--- config.mk ---
export PLATFORM = sky130hd
export DESIGN_NAME = srambank_ctrl_128x4x72
export DESIGN_NICKNAME = d
export VERILOG_FILES = /design/src/rtl/srambank_ctrl_128x4x72.sv
export SDC_FILE = /design/constraint.sdc
export NUM_CORES = 1
export LEC_CHECK = 0
export CAP_MARGIN = 20
export CORE_MARGIN = 3
export CORE_UTILIZATION = 40
export CTS_BUF_LIST = sky130_fd_sc_hd__clkbuf_8
export CTS_CLUSTER_DIAMETER = 200
export CTS_CLUSTER_SIZE = 40
export DETAILED_ROUTE_END_ITERATION = 8
export GPL_TIMING_DRIVEN = 0
export PLACE_DENSITY = 0.63
export SETUP_SLACK_MARGIN = 0.1
export SYNTH_ARGS = -nofsm -noshare
export SYNTH_HDL_FRONTEND = slang
export SYNTH_SLANG_ARGS = --single-unit
--- constraint.sdc ---
create_clock -name clk -period 26.8 [get_ports clk]
set_input_delay 5.36 -clock clk [delete_from_list [all_inputs] [get_ports clk]]
set_output_delay 5.36 -clock clk [all_outputs]
set_load 0.1 [all_outputs]
--- src/rtl/srambank_ctrl_128x4x72.sv ---
// rtl/srambank_ctrl_128x4x72.sv - request front-end for srambank_128x4x72_6t122
//
// Accepts valid/ready read and write requests and drives the bank pins from
// registers. Full-mask writes go straight to the bank. Partial-mask writes are
// done as read-modify-write. Zero-mask writes are accepted and dropped. Read
// data is captured into a small response FIFO. A credit count (FIFO occupancy
// plus reads in flight) holds reads back so that the FIFO cannot overflow.
//
// Ports:
//   clk, reset              clock; asynchronous active-high reset
//   req_valid/req_ready     request handshake
//   req_write, req_addr     request kind and word address
//   req_wdata, req_be       write data and byte enables (bit i -> bits 8i+7:8i)
//   rsp_valid/rsp_ready     response handshake
//   rsp_data                response data (FIFO head)
//   bank_address, bank_wd   registered bank address and write data
//   bank_read, bank_write   registered bank strobes
//   bank_banksel            bank_read | bank_write
//   bank_dataout            bank read data, valid the cycle after the read edge
module srambank_ctrl_128x4x72 #(
    parameter int AW        = 9,
    parameter int DW        = 72,
    parameter int BW        = 9,
    parameter int RSP_DEPTH = 4
) (
    input  logic          clk,
    input  logic          reset,
    input  logic          req_valid,
    output logic          req_ready,
    input  logic          req_write,
    input  logic [AW-1:0] req_addr,
    input  logic [DW-1:0] req_wdata,
    input  logic [BW-1:0] req_be,
    output logic          rsp_valid,
    input  logic          rsp_ready,
    output logic [DW-1:0] rsp_data,
    output logic [AW-1:0] bank_address,
    output logic [DW-1:0] bank_wd,
    output logic          bank_banksel,
    output logic          bank_read,
    output logic          bank_write,
    input  logic [DW-1:0] bank_dataout
);

    localparam int PW  = $clog2(RSP_DEPTH);
    localparam int CW  = PW + 1;
    localparam int CRW = CW + 1;

    typedef enum logic [1:0] {IDLE, RMW_RD, RMW_WAIT, RMW_WR} state_t;

    state_t        state, state_nxt;

    logic [AW-1:0] lat_addr;
    logic [DW-1:0] lat_wdata;
    logic [BW-1:0] lat_be;
    logic          lat_load;

    // rd_s1: a FIFO-bound read is on the bank pins; rd_s2: its data is on
    // bank_dataout and gets pushed at the next edge. RMW reads never set these.
    logic          rd_s1, rd_s2;

    logic [AW-1:0] nxt_addr;
    logic [DW-1:0] nxt_wd;
    logic          nxt_read, nxt_write, nxt_fifo_rd;
    logic          accept;
    logic [DW-1:0] merged;

    logic [DW-1:0] fifo_mem [RSP_DEPTH];
    logic [PW-1:0] wr_ptr, rd_ptr;
    logic [CW-1:0] count;
    logic [CRW-1:0] credit;
    logic          push, pop;

    function automatic logic [DW-1:0] be_mask(input logic [BW-1:0] be);
        logic [DW-1:0] m;
        m = '0;
        for (int i = 0; i < BW; i++) begin
            m[8*i +: 8] = {8{be[i]}};
        end
        return m;
    endfunction

    assign credit = CRW'(count) + CRW'(rd_s1) + CRW'(rd_s2);
    assign merged = (lat_wdata & be_mask(lat_be)) | (bank_dataout & ~be_mask(lat_be));

    always_ff @(posedge clk or posedge reset) begin
        if (reset) begin
            state <= IDLE;
        end else begin
            state <= state_nxt;
        end
    end

    always_comb begin
        state_nxt   = state;
        req_ready   = 1'b0;
        accept      = 1'b0;
        lat_load    = 1'b0;
        nxt_read    = 1'b0;
        nxt_write   = 1'b0;
        nxt_fifo_rd = 1'b0;
        nxt_addr    = bank_address;
        nxt_wd      = bank_wd;
        case (state)
            IDLE: begin
                req_ready = !reset && (req_write || (credit < CRW'(RSP_DEPTH)));
                accept    = req_valid && req_ready;
                if (accept) begin
                    if (!req_write) begin
                        nxt_read    = 1'b1;
                        nxt_fifo_rd = 1'b1;
                        nxt_addr    = req_addr;
                    end else if (&req_be) begin
                        nxt_write = 1'b1;
                        nxt_wd    = req_wdata;
                        nxt_addr  = req_addr;
                    end else if (req_be != '0) begin
                        nxt_read  = 1'b1;
                        nxt_addr  = req_addr;
                        lat_load  = 1'b1;
                        state_nxt = RMW_RD;
                    end
                end
            end
            RMW_RD: begin
                state_nxt = RMW_WAIT;
            end
            RMW_WAIT: begin
                // Old word is on bank_dataout now; write back the merge.
                nxt_write = 1'b1;
                nxt_wd    = merged;
                nxt_addr  = lat_addr;
                state_nxt = RMW_WR;
            end
            RMW_WR: begin
                state_nxt = IDLE;
            end
            default: begin
                state_nxt = IDLE;
            end
        endcase
    end

    always_ff @(posedge clk or posedge reset) begin
        if (reset) begin
            bank_address <= '0;
            bank_wd      <= '0;
            bank_read    <= 1'b0;
            bank_write   <= 1'b0;
            bank_banksel <= 1'b0;
            rd_s1        <= 1'b0;
            rd_s2        <= 1'b0;
            lat_addr     <= '0;
            lat_wdata    <= '0;
            lat_be       <= '0;
        end else begin
            bank_address <= nxt_addr;
            bank_wd      <= nxt_wd;
            bank_read    <= nxt_read;
            bank_write   <= nxt_write;
            bank_banksel <= nxt_read | nxt_write;
            rd_s1        <= nxt_fifo_rd;
            rd_s2        <= rd_s1;
            if (lat_load) begin
                lat_addr  <= req_addr;
                lat_wdata <= req_wdata;
                lat_be    <= req_be;
            end
        end
    end

    assign push      = rd_s2;
    assign pop       = rsp_valid && rsp_ready;
    assign rsp_valid = (count != '0);
    assign rsp_data  = fifo_mem[rd_ptr];

    always_ff @(posedge clk or posedge reset) begin
        if (reset) begin
            wr_ptr <= '0;
            rd_ptr <= '0;
            count  <= '0;
            for (int i = 0; i < RSP_DEPTH; i++) begin
                fifo_mem[i] <= '0;
            end
        end else begin
            if (push) begin
                fifo_mem[wr_ptr] <= bank_dataout;
                wr_ptr           <= wr_ptr + PW'(1);
            end
            if (pop) begin
                rd_ptr <= rd_ptr + PW'(1);
            end
            case ({push, pop})
                2'b10:   count <= count + CW'(1);
                2'b01:   count <= count - CW'(1);
                default: count <= count;
            endcase
        end
    end

    // Credit accounting guarantees room for every push.
    always @(posedge clk) begin
        if (!reset) begin
            assert (!(push && !pop && (count == CW'(RSP_DEPTH))));
        end
    end

endmodule

==> flow_metrics.py <==
metrics = {
    "status": {
        "status": "complete, no violations",
    },
    "drt": {
        "detail-route-antenna-nets": 0,
        "wire_per_inst_um": 24.6,
        "wirelength_um": 63400,
        "viasPerCell": 5.49,
        "drt_pass1_iterations": 4,
        "drc": 0,
        "first_iter_violations": 840,
        "num_vias": 14200,
    },
    "setup_path": {
        "timing.rr.end": "bank_wd[13]",
        "worst_ep_required_time_ns": 21.44,
        "critical_path_peak_fanout": 116,
        "r2r_cells": 10,
        "cp-start-kind": "primary input",
        "cp.arrival_ns": 8.66,
        "r2r_start": "state[0]",
        "critPathCaptureType": "output pin",
        "reg2reg_slack_ns": 23.37,
        "crit_type": "in -> out",
    },
    "timing": {
        "fin_crit_ns": 14.02,
        "setup_viol": 0,
        "fin_setup_tns_ns": 0,
        "fin_crit_sh_pct": 52.3,
        "slew-limit-headroom_pct": 22.5,
        "holdWs_ns": 0.413,
        "fmax_mhz": 71.3,
        "rsz0062_at_grt": "false",
        "hold_viol_final": 0,
        "finalClockSkew_ns": 0.0276,
        "worst_pin_slew_ns": 1.16,
        "finalMaxSlewViolations": 0,
    },
    "synthesis": {
        "synth_area_leaders": "dfrtp_1 (53%), mux2_2 (19%), mux4_2 (7.3%), mux2_4 (6.1%), mux2i_1 (3.2%)",
        "yosys.area.top_type": "dfrtp_1",
        "yosys-top-cells-count": "dfrtp_1 (473), mux2_2 (379), mux2_4 (90)",
        "synth_seq_area_share_pct": 53.2,
        "synth_area_per_cell_sq_um": 14.9,
        "synth_area_sq_um": 22300,
        "synth_top_area_share_pct": 53.2,
        "syn_nets": 1667,
        "synth.most_common_cell": "dfrtp_1",
        "synthCells": 1491,
        "yosys_most_used_dff": "dfrtp_1",
        "synth_edf_count": 0,
        "synth-seq-cells": 473,
        "yosysWarnings": 0,
        "synth_cell_types": 38,
        "async_reset_ff_share_pct": 100,
    },
    "floorplanning": {
        "std_cell_rows": 85,
        "fp.dieW_um": 242,
        "core-area_sq_um": 54500,
        "start_util_pct": 40.9,
        "dieArea_sq_um": 58500,
        "die-height_um": 242,
        "pin_count": 325,
    },
    "worst_hold_path": {
        "hold_end": "push",
        "holdPathStages": 0,
        "hold_path.class": "reg -> reg",
        "hold_start": "rd_s1",
    },
    "final_layout": {
        "fin_nets": 2015,
        "final-seq-area_sq_um": 11800,
        "area.growth.synth_to_final_pct": 20.5,
        "post-route-util_pct": 49.3,
        "fill_cells": 4804,
        "layout-drive-gt1-share_pct": 32.4,
        "design_area_sq_um": 26800,
        "multi_input_area_sq_um": 9850,
    },
    "clocking": {
        "root_buffer": "clkbuf_8",
        "postCtsHoldBufs": 0,
        "cts_tree": "built",
        "post_cts_buffers": 0,
        "cts_resized": 0,
        "cts.clk_slew.worst_paths_ns": 0.23,
        "cts.sink_count": 473,
        "cts_max_path_buffers": 3,
        "cts_buffers": 15,
        "clkLatencyLatePin_ns": 0.64,
        "cts_max_level": 1,
    },
    "global_route": {
        "grt_remaining_overflow": 0,
        "grt_first_pass_wirelength_um": 97900,
        "grt_pass1_vias": 15200,
        "antenna_found_initial": 9,
        "grt_max_degree": 131,
        "track_usage_pct": 21.4,
    },
    "place": {
        "hpwl_um": 45000,
        "numPortBuffers": 323,
        "dpl-instance-area_sq_um": 26600,
        "place.gp.congestion": 0.805,
    },
    "flow_run": {
        "drv_cap": 0,
    },
}
-- metrics by stage --
stage	std cells	worst slack, ns
2_1_floorplan	1491	4.50
3_3_place_gp	2553	-0.548
3_5_place_dp	2558	12.64
4_1_cts	2574	12.62
5_1_grt	2579	12.46
6_report	2580	12.78
-- critical path, stage by stage --
cell and delay (ns):
clkdlybuf4s50_1 0.54, inv_8 0.43, buf_16 0.38, buf_16 0.47
o311a_1 0.26, clkdlybuf4s50_1 1.20
-- registers in the layout (all words and copies together) (netlist names), 2 cells and up --
| name | count |
|---|---|
| bank_address | 9 |
| bank_wd | 72 |
| count | 3 |
| fifo_mem | 288 |
| lat_addr | 9 |
| lat_be | 9 |
| lat_wdata | 72 |
| rd_ptr | 2 |
| state | 2 |
| wr_ptr | 2 |
-- logic make-up (layout without fill, tap and decap cells) --
| group | after synthesis | in the layout | synth area share, % |
|---|---|---|---|
| mux | 613 | 613 | 35.8 |
| flops | 473 | 473 | 53.2 |
| compound gates | 155 | 155 | 5.67 |
| buf+inv | 132 | 479 | 2.62 |
| simple gates | 103 | 103 | 2.02 |
| fa+ha+maj | 9 | 9 | 0.539 |
| xor+xnor | 6 | 6 | 0.236 |
| other cells | 0 | 3 | 0 |
-- how the worst max path moves through the flow --
stage	startpoint	endpoint	slack [ns]	depth (start not counted)
after detailed placement	reset	req_ready	12.64	6
after floorplan	reset	req_ready	4.50	2
after CTS	reset	req_ready	12.62	6
final	reset	req_ready	12.78	6
after global routing	reset	req_ready	12.46	6
after global placement	reset	req_ready	-0.55	4
-- layout make-up --
class                           instances  area share [%]
Antenna cell                            3          0.0280
Tap cell                              739            3.45
Multi-Input combinational cell        886            36.7
Buffer                                122            2.04
Timing Repair Buffer                  331            12.7
Inverter                               10           0.168
Clock buffer                           15           0.770
Clock inverter                          1          0.0327
Sequential cell                       473            44.1
-- placed cells by master, fill, tap and decap left out, types with 3 or more instances in the layout --
master,count
clkbuf_1,81
mux2i_1,72
a221oi_1,72
mux4_2,72
clkbuf_8,15
diode_2,3
buf_6,11
dfrtp_1,473
buf_16,4
clkdlybuf4s50_1,323
mux2_2,379
buf_2,17
mux2_4,90
nor2_1,76
xor2_1,4
ha_1,8
nand2_1,11
buf_1,15
a211oi_1,73
inv_1,9
-- layer usage --
| metal | GRT usage [%] | part of all wire [%] |
|---|---|---|
| met3 | 4.41 | 5.5 |
| met2 | 34.5 | 47 |
| met5 | 0 | 0.15 |
| met4 | 4.05 | 1.6 |
| met1 | 30.3 | 46 |
Power is left out: the tool's default activity adds up to more than one toggle a clock period on the data nets, which glitch-free logic cannot reach.
